`config.mk`:
```
export PLATFORM = sky130hd
export DESIGN_NAME = uart_param_core
export DESIGN_NICKNAME = d
export VERILOG_FILES = /design/src/rtl/uart_param_core.sv
export SDC_FILE = /design/constraint.sdc
export NUM_CORES = 1
export LEC_CHECK = 0
export CAP_MARGIN = 20
export CORE_MARGIN = 2
export CORE_UTILIZATION = 62
export CTS_CLUSTER_SIZE = 25
export DETAILED_ROUTE_END_ITERATION = 10
export PLACE_DENSITY = 0.85
export SYNTH_ARGS = -nofsm -noshare
export SYNTH_HDL_FRONTEND = slang
export SYNTH_SLANG_ARGS = --single-unit
```
`constraint.sdc`:
```
create_clock -name clk -period 4.5 [get_ports clk]
set_input_delay 0.45 -clock clk [delete_from_list [all_inputs] [get_ports clk]]
set_output_delay 0.45 -clock clk [all_outputs]
set_load 0.02 [all_outputs]
```
`src/rtl/uart_param_core.sv`:
```
// uart_param_core: parameterised UART transmitter and receiver sharing one clock.
//
// BIT_WIDTH = CLK_FREQ / BAUD_RATE clock cycles per bit (must be >= 8).
// TX and RX are completely independent state machines.
//
// Ports:
//   clk           rising-edge clock
//   rst_n         asynchronous active-low reset
//   uart_rx       serial input, asynchronous to clk (synchronised internally)
//   tx_valid      TX word offered
//   tx_data       TX word (DATA_BITS wide)
//   tx_ready      TX idle, accepts a word this cycle
//   uart_tx       registered serial output, idles high
//   tx_busy       TX frame in progress
//   rx_valid      one-cycle pulse, received word valid
//   rx_data       received word, held until the next rx_valid
//   rx_parity_err parity mismatch (0 when PARITY=0), qualified by rx_valid
//   rx_frame_err  stop bit sampled low, qualified by rx_valid
//   rx_busy       RX state machine not idle
module uart_param_core #(
    parameter int unsigned CLK_FREQ  = 100000000,
    parameter int unsigned BAUD_RATE = 115200,
    parameter int unsigned DATA_BITS = 8,
    parameter int unsigned PARITY    = 0,   // 0 none, 1 odd, 2 even
    parameter int unsigned STOP_BITS = 1
) (
    input  logic                 clk,
    input  logic                 rst_n,
    input  logic                 uart_rx,
    input  logic                 tx_valid,
    input  logic [DATA_BITS-1:0] tx_data,
    output logic                 tx_ready,
    output logic                 uart_tx,
    output logic                 tx_busy,
    output logic                 rx_valid,
    output logic [DATA_BITS-1:0] rx_data,
    output logic                 rx_parity_err,
    output logic                 rx_frame_err,
    output logic                 rx_busy
);

    localparam int unsigned BIT_WIDTH = CLK_FREQ / BAUD_RATE;
    localparam int unsigned CNT_W     = $clog2(BIT_WIDTH);
    localparam int unsigned IDX_W     = $clog2(DATA_BITS);

    localparam logic [CNT_W-1:0] BIT_LAST  = CNT_W'(BIT_WIDTH - 1);
    localparam logic [CNT_W-1:0] HALF_LAST = CNT_W'(BIT_WIDTH / 2 - 1);
    localparam logic [IDX_W-1:0] DATA_LAST = IDX_W'(DATA_BITS - 1);

    // ------------------------------------------------------------------
    // Transmitter
    // ------------------------------------------------------------------
    typedef enum logic [2:0] {TxIdle, TxStart, TxData, TxParity, TxStop} tx_state_e;

    tx_state_e            tx_state_q;
    logic [CNT_W-1:0]     tx_cnt_q;
    logic [IDX_W-1:0]     tx_idx_q;
    logic                 tx_stop_idx_q;
    logic [DATA_BITS-1:0] tx_shift_q;
    logic                 tx_par_q;
    logic                 uart_tx_q;

    logic tx_bit_done;
    logic tx_stop_last;

    assign tx_bit_done  = (tx_cnt_q == BIT_LAST);
    assign tx_stop_last = (STOP_BITS == 1) || tx_stop_idx_q;

    always_ff @(posedge clk or negedge rst_n) begin
        if (!rst_n) begin
            tx_state_q    <= TxIdle;
            tx_cnt_q      <= '0;
            tx_idx_q      <= '0;
            tx_stop_idx_q <= 1'b0;
            tx_shift_q    <= '0;
            tx_par_q      <= 1'b0;
            uart_tx_q     <= 1'b1;
        end else begin
            if (tx_state_q != TxIdle) begin
                tx_cnt_q <= tx_bit_done ? '0 : tx_cnt_q + CNT_W'(1);
            end
            case (tx_state_q)
                TxIdle: begin
                    tx_cnt_q  <= '0;
                    uart_tx_q <= 1'b1;
                    if (tx_valid) begin
                        // Word and its parity are captured here; tx_data may change freely after.
                        tx_state_q <= TxStart;
                        uart_tx_q  <= 1'b0;
                        tx_shift_q <= tx_data;
                        tx_par_q   <= (PARITY == 1) ? ~(^tx_data) : (^tx_data);
                    end
                end
                TxStart: begin
                    if (tx_bit_done) begin
                        tx_state_q <= TxData;
                        uart_tx_q  <= tx_shift_q[0];
                        tx_shift_q <= tx_shift_q >> 1;
                        tx_idx_q   <= '0;
                    end
                end
                TxData: begin
                    if (tx_bit_done) begin
                        if (tx_idx_q == DATA_LAST) begin
                            if (PARITY != 0) begin
                                tx_state_q <= TxParity;
                                uart_tx_q  <= tx_par_q;
                            end else begin
                                tx_state_q    <= TxStop;
                                uart_tx_q     <= 1'b1;
                                tx_stop_idx_q <= 1'b0;
                            end
                        end else begin
                            uart_tx_q  <= tx_shift_q[0];
                            tx_shift_q <= tx_shift_q >> 1;
                            tx_idx_q   <= tx_idx_q + IDX_W'(1);
                        end
                    end
                end
                TxParity: begin
                    if (tx_bit_done) begin
                        tx_state_q    <= TxStop;
                        uart_tx_q     <= 1'b1;
                        tx_stop_idx_q <= 1'b0;
                    end
                end
                TxStop: begin
                    if (tx_bit_done) begin
                        if (tx_stop_last) begin
                            tx_state_q <= TxIdle;
                        end else begin
                            tx_stop_idx_q <= 1'b1;
                        end
                    end
                end
                default: begin
                    tx_state_q <= TxIdle;
                    uart_tx_q  <= 1'b1;
                end
            endcase
        end
    end

    assign uart_tx  = uart_tx_q;
    assign tx_ready = (tx_state_q == TxIdle);
    assign tx_busy  = (tx_state_q != TxIdle);

    // ------------------------------------------------------------------
    // Receiver
    // ------------------------------------------------------------------
    typedef enum logic [2:0] {
        RxIdle, RxStart, RxData, RxParity, RxStop, RxWaitHigh
    } rx_state_e;

    rx_state_e            rx_state_q;
    logic                 rx_sync1_q;
    logic                 rx_sync2_q;
    logic                 rx_prev_q;
    logic [CNT_W-1:0]     rx_cnt_q;
    logic [IDX_W-1:0]     rx_idx_q;
    logic [DATA_BITS-1:0] rx_shift_q;
    logic                 rx_par_q;
    logic                 rx_valid_q;
    logic [DATA_BITS-1:0] rx_data_q;
    logic                 rx_perr_q;
    logic                 rx_ferr_q;

    logic rx_line;
    logic rx_fall;
    logic rx_sample;
    logic rx_par_exp;

    assign rx_line    = rx_sync2_q;
    assign rx_fall    = rx_prev_q & ~rx_sync2_q;
    // Start bit is checked at mid-bit; every later sample is one full bit after the last.
    assign rx_sample  = (rx_state_q == RxStart) ? (rx_cnt_q == HALF_LAST) : (rx_cnt_q == BIT_LAST);
    assign rx_par_exp = (PARITY == 1) ? ~(^rx_shift_q) : (^rx_shift_q);

    always_ff @(posedge clk or negedge rst_n) begin
        if (!rst_n) begin
            rx_state_q <= RxIdle;
            rx_sync1_q <= 1'b1;
            rx_sync2_q <= 1'b1;
            rx_prev_q  <= 1'b1;
            rx_cnt_q   <= '0;
            rx_idx_q   <= '0;
            rx_shift_q <= '0;
            rx_par_q   <= 1'b0;
            rx_valid_q <= 1'b0;
            rx_data_q  <= '0;
            rx_perr_q  <= 1'b0;
            rx_ferr_q  <= 1'b0;
        end else begin
            rx_sync1_q <= uart_rx;
            rx_sync2_q <= rx_sync1_q;
            rx_prev_q  <= rx_sync2_q;
            rx_valid_q <= 1'b0;
            if (rx_state_q inside {RxStart, RxData, RxParity, RxStop}) begin
                rx_cnt_q <= rx_sample ? '0 : rx_cnt_q + CNT_W'(1);
            end
            case (rx_state_q)
                RxIdle: begin
                    rx_cnt_q <= '0;
                    if (rx_fall) begin
                        rx_state_q <= RxStart;
                        rx_idx_q   <= '0;
                    end
                end
                RxStart: begin
                    if (rx_sample) begin
                        rx_state_q <= rx_line ? RxIdle : RxData;
                    end
                end
                RxData: begin
                    if (rx_sample) begin
                        // Shift in from the top so the first (LSB) bit ends up at bit 0.
                        rx_shift_q <= {rx_line, rx_shift_q[DATA_BITS-1:1]};
                        rx_idx_q   <= rx_idx_q + IDX_W'(1);
                        if (rx_idx_q == DATA_LAST) begin
                            rx_state_q <= (PARITY != 0) ? RxParity : RxStop;
                        end
                    end
                end
                RxParity: begin
                    if (rx_sample) begin
                        rx_par_q   <= rx_line;
                        rx_state_q <= RxStop;
                    end
                end
                RxStop: begin
                    if (rx_sample) begin
                        rx_valid_q <= 1'b1;
                        rx_data_q  <= rx_shift_q;
                        rx_perr_q  <= (PARITY != 0) && (rx_par_q != rx_par_exp);
                        rx_ferr_q  <= ~rx_line;
                        // A low stop bit (break) must see the line high before re-arming.
                        rx_state_q <= rx_line ? RxIdle : RxWaitHigh;
                    end
                end
                RxWaitHigh: begin
                    if (rx_line) begin
                        rx_state_q <= RxIdle;
                    end
                end
                default: rx_state_q <= RxIdle;
            endcase
        end
    end

    assign rx_valid      = rx_valid_q;
    assign rx_data       = rx_data_q;
    assign rx_parity_err = rx_perr_q;
    assign rx_frame_err  = rx_ferr_q;
    assign rx_busy       = (rx_state_q != RxIdle);

endmodule

```
==> metrics.yaml, run 1 <==
status: "finished clean"
hold_violations: 0
drive_gt1_frac: 0.202
ios: 27
internal_power_mw: 0.992
postCtsSetupRepairBufs: 0
maxSlewHeadroom: 0.495
drtIter0Drc: 105
core.rowCount: 25
n_antenna_cell: 0
p_per_area_nw_per_um2: 387
critical_path_arrival_ns: 2.04
mappedNetlistNets: 301
avgSynthCellArea_um2: 11.1
worst-setup-path-type: "register to primary output"
start_kind: "register"
wl_per_cell_um: 15.5
n_fill_cell: 330
finalInstanceArea_um2: 3600
worst_path_largest_cell_delay_ns: 0.60
routabilityCongestion: 0.859
grt_overflow: 0
setup_ws_ns: 2.01
multi_input_area_um2: 1490
drcViolationCount: 0
grt_max_degree: 63
layout_min_cycle_time_ns: 2.49
grt_pass1_vias: 2142
clock_sinks: 62
dpl.hpwl_um: 3880
finalNetCount: 326
via_count: 2221
wl_um: 5860
netlist_instances: 283
r2r_slack_ns: 2.12
area.sequential_um2: 1560
cts_hold_buf: 0
p_switching_mw: 0.400
ant_nets: 0
r2r_cells: 4
port-buffer-count: 25
synth_edf_count: 0
drv_slew: 0
swShare: 0.287
antenna_found_initial: 0
rsz0062_at_grt: "false"
grt_pass1_wl_um: 9780
ys_seq_area_frac: 0.497
cts_tree: "done"
core_um2: 4790
finalCritPeriodShare: 0.553
area_growth_syn_to_layout_pct: 14.9
synth_top_area_frac: 0.463
ys_warn_count: 0
maxCapViolCount: 0
tightestPinTransition_ns: 0.758
cts_inserted_buffers: 9
dp_slack_ns: 2.11
synth.distinct_cells: 55
async_reset_ff_frac: 1.00
worst_skew_pair.late_latency_ns: 0.34
synth.largest_area_cell: "dfrtp_1"
cts_resized: 0
cp_slowest_cell: "clkdlybuf4s50_1"
fin_worst_skew_ns: 0.00796
required_ns: 4.05
fp.dieW_um: 75.1
leakage_nw: 1.64
place_area_um2: 3410
viasPerCell: 5.86
clk_path_buf_depth: 2
end_kind: "primary output"
clockPowerShare: 0.340
final_cell_mix: "dfrtp_1 (58), mux2_2 (35), nor2_1 (31), clkdlybuf4s50_1 (24), nand2_1 (14)"
synth_ff_type: "dfrtp_1"
htree_num_levels: 3
timing.fmax_mhz: 402
seqPwrFrac: 0.511
hold_class: "input port to asynchronous set/reset pin"
path_cells: "or3_1, inv_1, clkdlybuf4s50_1"
dr.pass1.iters: 4
clkTransAtPathRegs_ns: 0.06
start_util: 0.654
fin_setup_tns_ns: 0
peakVddDrop_mv: 0.282
path_max_fanout: 12
die_y_um: 75.1
dieArea_um2: 5640
combPwrFrac: 0.150
grt_usage: 0.234
netlist_top_cells_area: "dfrtp_1 (46%), mux2_2 (13%), nor2_1 (3.7%)"
setup_viol: 0
clk_root_buffer_cell: "clkbuf_8"
syn_area_um2: 3130
ys_seq_elements: 62
final_common_cell: "dfrtp_1"
==> worst max-delay path, delay by kind of cell, from the launching register on <==
family	cells	cell delay (ns)
and+or+nand+nor	1	0.49
DFF	1	0.50
buffers and inverters	2	0.71
==> final timing paths <==
check	start	end
setup / recovery	tx_state_q[2]$_DFFE_PN0P_	tx_ready
setup reg to reg	rx_state_q[0]$_DFFE_PN0P_	rx_data[3]$_DFFE_PN0P_
hold / removal	rst_n	tx_shift_q[5]$_DFFE_PN0P_
min in group clk	rx_sync1_q$_DFF_PN1_	rx_line$_DFF_PN1_
hold reg to reg	rx_sync1_q$_DFF_PN1_	rx_line$_DFF_PN1_
max in group asynchronous	rst_n	rx_data[3]$_DFFE_PN0P_
==> power groups by stage <==
stage / Clock [mW] / Combinational (mW) / Sequential [mW]
after floorplan: 0 / 0.168 / 0.689
after global placement: 0 / 0.197 / 0.712
after detailed placement: 0 / 0.208 / 0.716
after CTS: 0.480 / 0.210 / 0.707
after global routing: 0.507 / 0.238 / 0.720
final: 0.473 / 0.208 / 0.711
==> synth_stat cells, types with 2 or more instances <==
cell      instances
and2_1            2
dfstp_2           4
and4b_1           3
a22o_1            2
nand4_1           5
ha_1              6
a31oi_1           4
nand3_1          13
clkbuf_1          8
nand4b_1          2
mux2i_1           6
nand3b_1          2
mux2_2           35
nor3_1            4
o21ai_0           8
o41ai_1           2
nand2_1          14
xor2_1            2
nor3b_1           4
o31ai_1           4
dfrtp_1          58
xnor2_1          10
o211ai_1          3
a21oi_1           3
nor2_1           31
and4bb_2          2
or3_1             3
inv_1             7
nor4_1            2
nor4b_1           2
nor2b_1           5
and3_1            3
buf_2             2
==> stage by stage <==
step | std cells | total power [mW] | utilization | hold WS, ns
after floorplan | 283 | 0.857 | - | 0.154
after global routing | 379 | 1.47 | 0.752 | 0.349
after CTS | 379 | 1.40 | 0.752 | 0.287
after detailed placement | 364 | 0.923 | 0.712 | 0.349
after global placement | 364 | 0.909 | 0.712 | 0.347
final | 379 | 1.39 | 0.752 | 0.265
==> cells by family (layout without fill, tap and decap cells) <==
| logic type | Yosys count | in the layout | share of synthesized area |
|---|---|---|---|
| other | 1 | 1 | 0.00120 |
| xor gates and xnor gates | 12 | 12 | 0.0336 |
| DFF | 62 | 62 | 0.497 |
| buffers and inverters | 19 | 48 | 0.0272 |
| and+or+nand+nor | 107 | 107 | 0.192 |
| adders and majority gates | 6 | 6 | 0.0240 |
| AOI/OAI and AO/OA | 35 | 35 | 0.0799 |
| muxes | 41 | 41 | 0.145 |
==> layer usage <==
| layer | global-route usage | wire length (µm) | up-vias |
|---|---|---|---|
| met5 | 0 | 0 | - |
| met1 | 0.301 | 2650 | 1081 |
| met3 | 0.0535 | 285 | 12 |
| li1 | - | - | 1072 |
| met2 | 0.376 | 2820 | 56 |
| met4 | 0.113 | 106 | 0 |
==> registers in the layout, indices dropped and copies added, names as in the netlist <==
name	cells
tx_idx_q	3
tx_shift_q	8
rx_valid	1
tx_state_q	3
rx_frame_err	1
rx_idx_q	3
rx_sync1_q	1
rx_line	1
uart_tx	1
rx_shift_q	8
rx_cnt_q	10
rx_state_q	3
tx_cnt_q	10
rx_data	8
rx_prev_q	1
==> final cells by class <==
type / instances / share of cell area
well taps: 67 / 0.0233
multi-input cells: 202 / 0.414
clock buffers: 11 / 0.0393
repair buffers: 26 / 0.0702
clock inverters: 4 / 0.0132
flip-flops and latches: 62 / 0.433
inverters: 7 / 0.00730
Power figures use the tool's default switching activity.
==> inputs of run 2 (changes only) <==
CORE_UTILIZATION = 57   (was 62)
PLACE_DENSITY = 0.79   (was 0.85)
clock period = 2.3 ns   (was 4.5 ns; I/O delays follow)
==> run 2 against run 1 <==
  * Clock skew hardly changed
  * Critical endpoint is now rx_data[7]$_DFFE_PN0P_
  * Utilization is 2.4 points lower
  * Wire length is 2.7% higher
  * Non-clock buffer count is 15 higher
  * Via count is 3.0% higher
  * Largest cell class unchanged
==> metrics.yaml, run 2 (synthesis gave the netlist of run 1 again) <==
hold_violations: 0
r2r_cells: 4
drv_slew: 0
port-buffer-count: 25
finalInstanceArea_um2: 3790
clock_sinks: 62
drcViolationCount: 0
leakage_nw: 1.74
critical_path_arrival_ns: 2.46
ant_nets: 0
peakVddDrop_mv: 0.824
path_cells: "or3b_1, or4_1, a21oi_2, mux2_2"
dieArea_um2: 6100
cts_tree: "done"
clk_path_buf_depth: 2
end_kind: "register"
viasPerCell: 5.73
fp.dieW_um: 78.1
dr.pass1.iters: 4
timing.hold.ws_ns: 0.292
ios: 27
worst_skew_pair.late_latency_ns: 0.34
holdCritStartpoint: "uart_rx"
finalNetCount: 342
cts_resized: 0
clk_root_buffer_cell: "clkbuf_8"
required_ns: 2.53
core.rowCount: 26
grt_pass1_wl_um: 10500
core_um2: 5200
clkTransAtPathRegs_ns: 0.07
wl_um: 6020
area_growth_syn_to_layout_pct: 21.0
setup_viol: 0
routabilityCongestion: 0.840
cp_slowest_cell: "or4_1"
grt_usage: 0.218
dpl.hpwl_um: 4020
antenna_found_initial: 0
via_count: 2288
place_area_um2: 3530
postLayoutCoreUtil: 0.728
final_cell_mix: "dfrtp_1 (58), mux2_2 (35), nor2_1 (31), clkdlybuf4s50_1 (24)"
start_util: 0.602
tightestPinTransition_ns: 0.642
drive_gt1_frac: 0.237
startpoint: "rx_cnt_q[3]$_DFFE_PN0P_"
holdPathStages: 1
start_kind: "register"
die_y_um: 78.1
hold_class: "input port to register"
maxCapViolCount: 0
reg.largest.list: "rx_cnt_q (10), tx_cnt_q (10)"
p_per_area_nw_per_um2: 784
wl_per_cell_um: 15.1
fin_worst_skew_ns: 0.00783
maxSlewHeadroom: 0.571
grt_overflow: 0
n_antenna_cell: 0
cts_inserted_buffers: 9
final_common_cell: "dfrtp_1"
worst-setup-path-type: "register to register"
layout_min_cycle_time_ns: 2.23
htree_num_levels: 3
finalCritPeriodShare: 0.971
grt_max_degree: 63
worst_path_largest_cell_delay_ns: 0.57
status: "finished clean"
timing.fmax_mhz: 448
r2r_start: "rx_cnt_q[3]$_DFFE_PN0P_"
path_max_fanout: 7
grt_pass1_vias: 2266
postCtsSetupRepairBufs: 0
drtIter0Drc: 77
## run 2: changes by cell type in the layout (fill, tap and decap cells not counted), sizes merged
cell / change
buf: +14
clkinv: -1
bufinv: +2
clkinvlp: -1
a21oi: +1
dlygate4sd3: +1
clkbuf: +1
## run 2: metrics by stage
| step | total power, mW | worst slack, ns | setup TNS (ns) | std cells |
|---|---|---|---|---|
| 2_1_floorplan | 1.68 | 0.208 | 0 | 283 |
| 3_3_place_gp | 1.81 | 0.137 | 0 | 381 |
| 3_5_place_dp | 1.84 | 0.0701 | 0 | 381 |
| 4_1_cts | 2.99 | 0.0552 | 0 | 398 |
| 5_1_grt | 3.14 | -0.00602 | -0.00602 | 399 |
| 6_report | 2.97 | 0.0657 | 0 | 399 |
## run 2: final timing paths
kind                            slack, ns                        end
worst min-delay path                 0.29       rx_sync1_q$_DFF_PN1_
worst max register to register       0.07     rx_data[7]$_DFFE_PN0P_
worst min register to register       0.36          rx_line$_DFF_PN1_
min in group asynchronous            0.41  tx_shift_q[4]$_DFFE_PN0P_
max in group asynchronous            1.54       rx_sync1_q$_DFF_PN1_
worst max-delay path                 0.07     rx_data[7]$_DFFE_PN0P_
## run 2: repair_timing
action	in CTS	in global routing
endpoints found under the setup margin	0	1
hold buffers	1	0
endpoints found under the hold margin	58	0
## run 2: area by class of cell
cell class,count,area [µm²]
clock buffers,12,145
clock inverters,4,95.1
fillers,360,1420
inverters,7,26.3
multi-input cells,203,1500
flip-flops and latches,62,1560
well taps,70,87.6
repair buffers,41,380
## run 2: power by group
part	internal, mW	switching (mW)	total, mW	leakage (nW)
Combinational	0.232	0.236	0.468	0.803
Sequential	1.21	0.141	1.36	0.818
Clock	0.749	0.400	1.15	0.121
## run 2: routing by layer
layer | wire length, µm | share of wire | vias up | track usage
li1 | - | - | 1105 | -
met1 | 2660 | 0.44 | 1110 | 0.266
met2 | 2980 | 0.50 | 65 | 0.366
met5 | 0 | 0 | - | 0
met4 | 59 | 0.0098 | 0 | 0.0667
met3 | 318 | 0.053 | 8 | 0.0747
## run 2: critical path, delay by kind of cell (launching register included)
kind,cells,cell delay [ns]
flops,1,0.45
mux,1,0.37
compound gates,1,0.32
simple gates,2,0.98
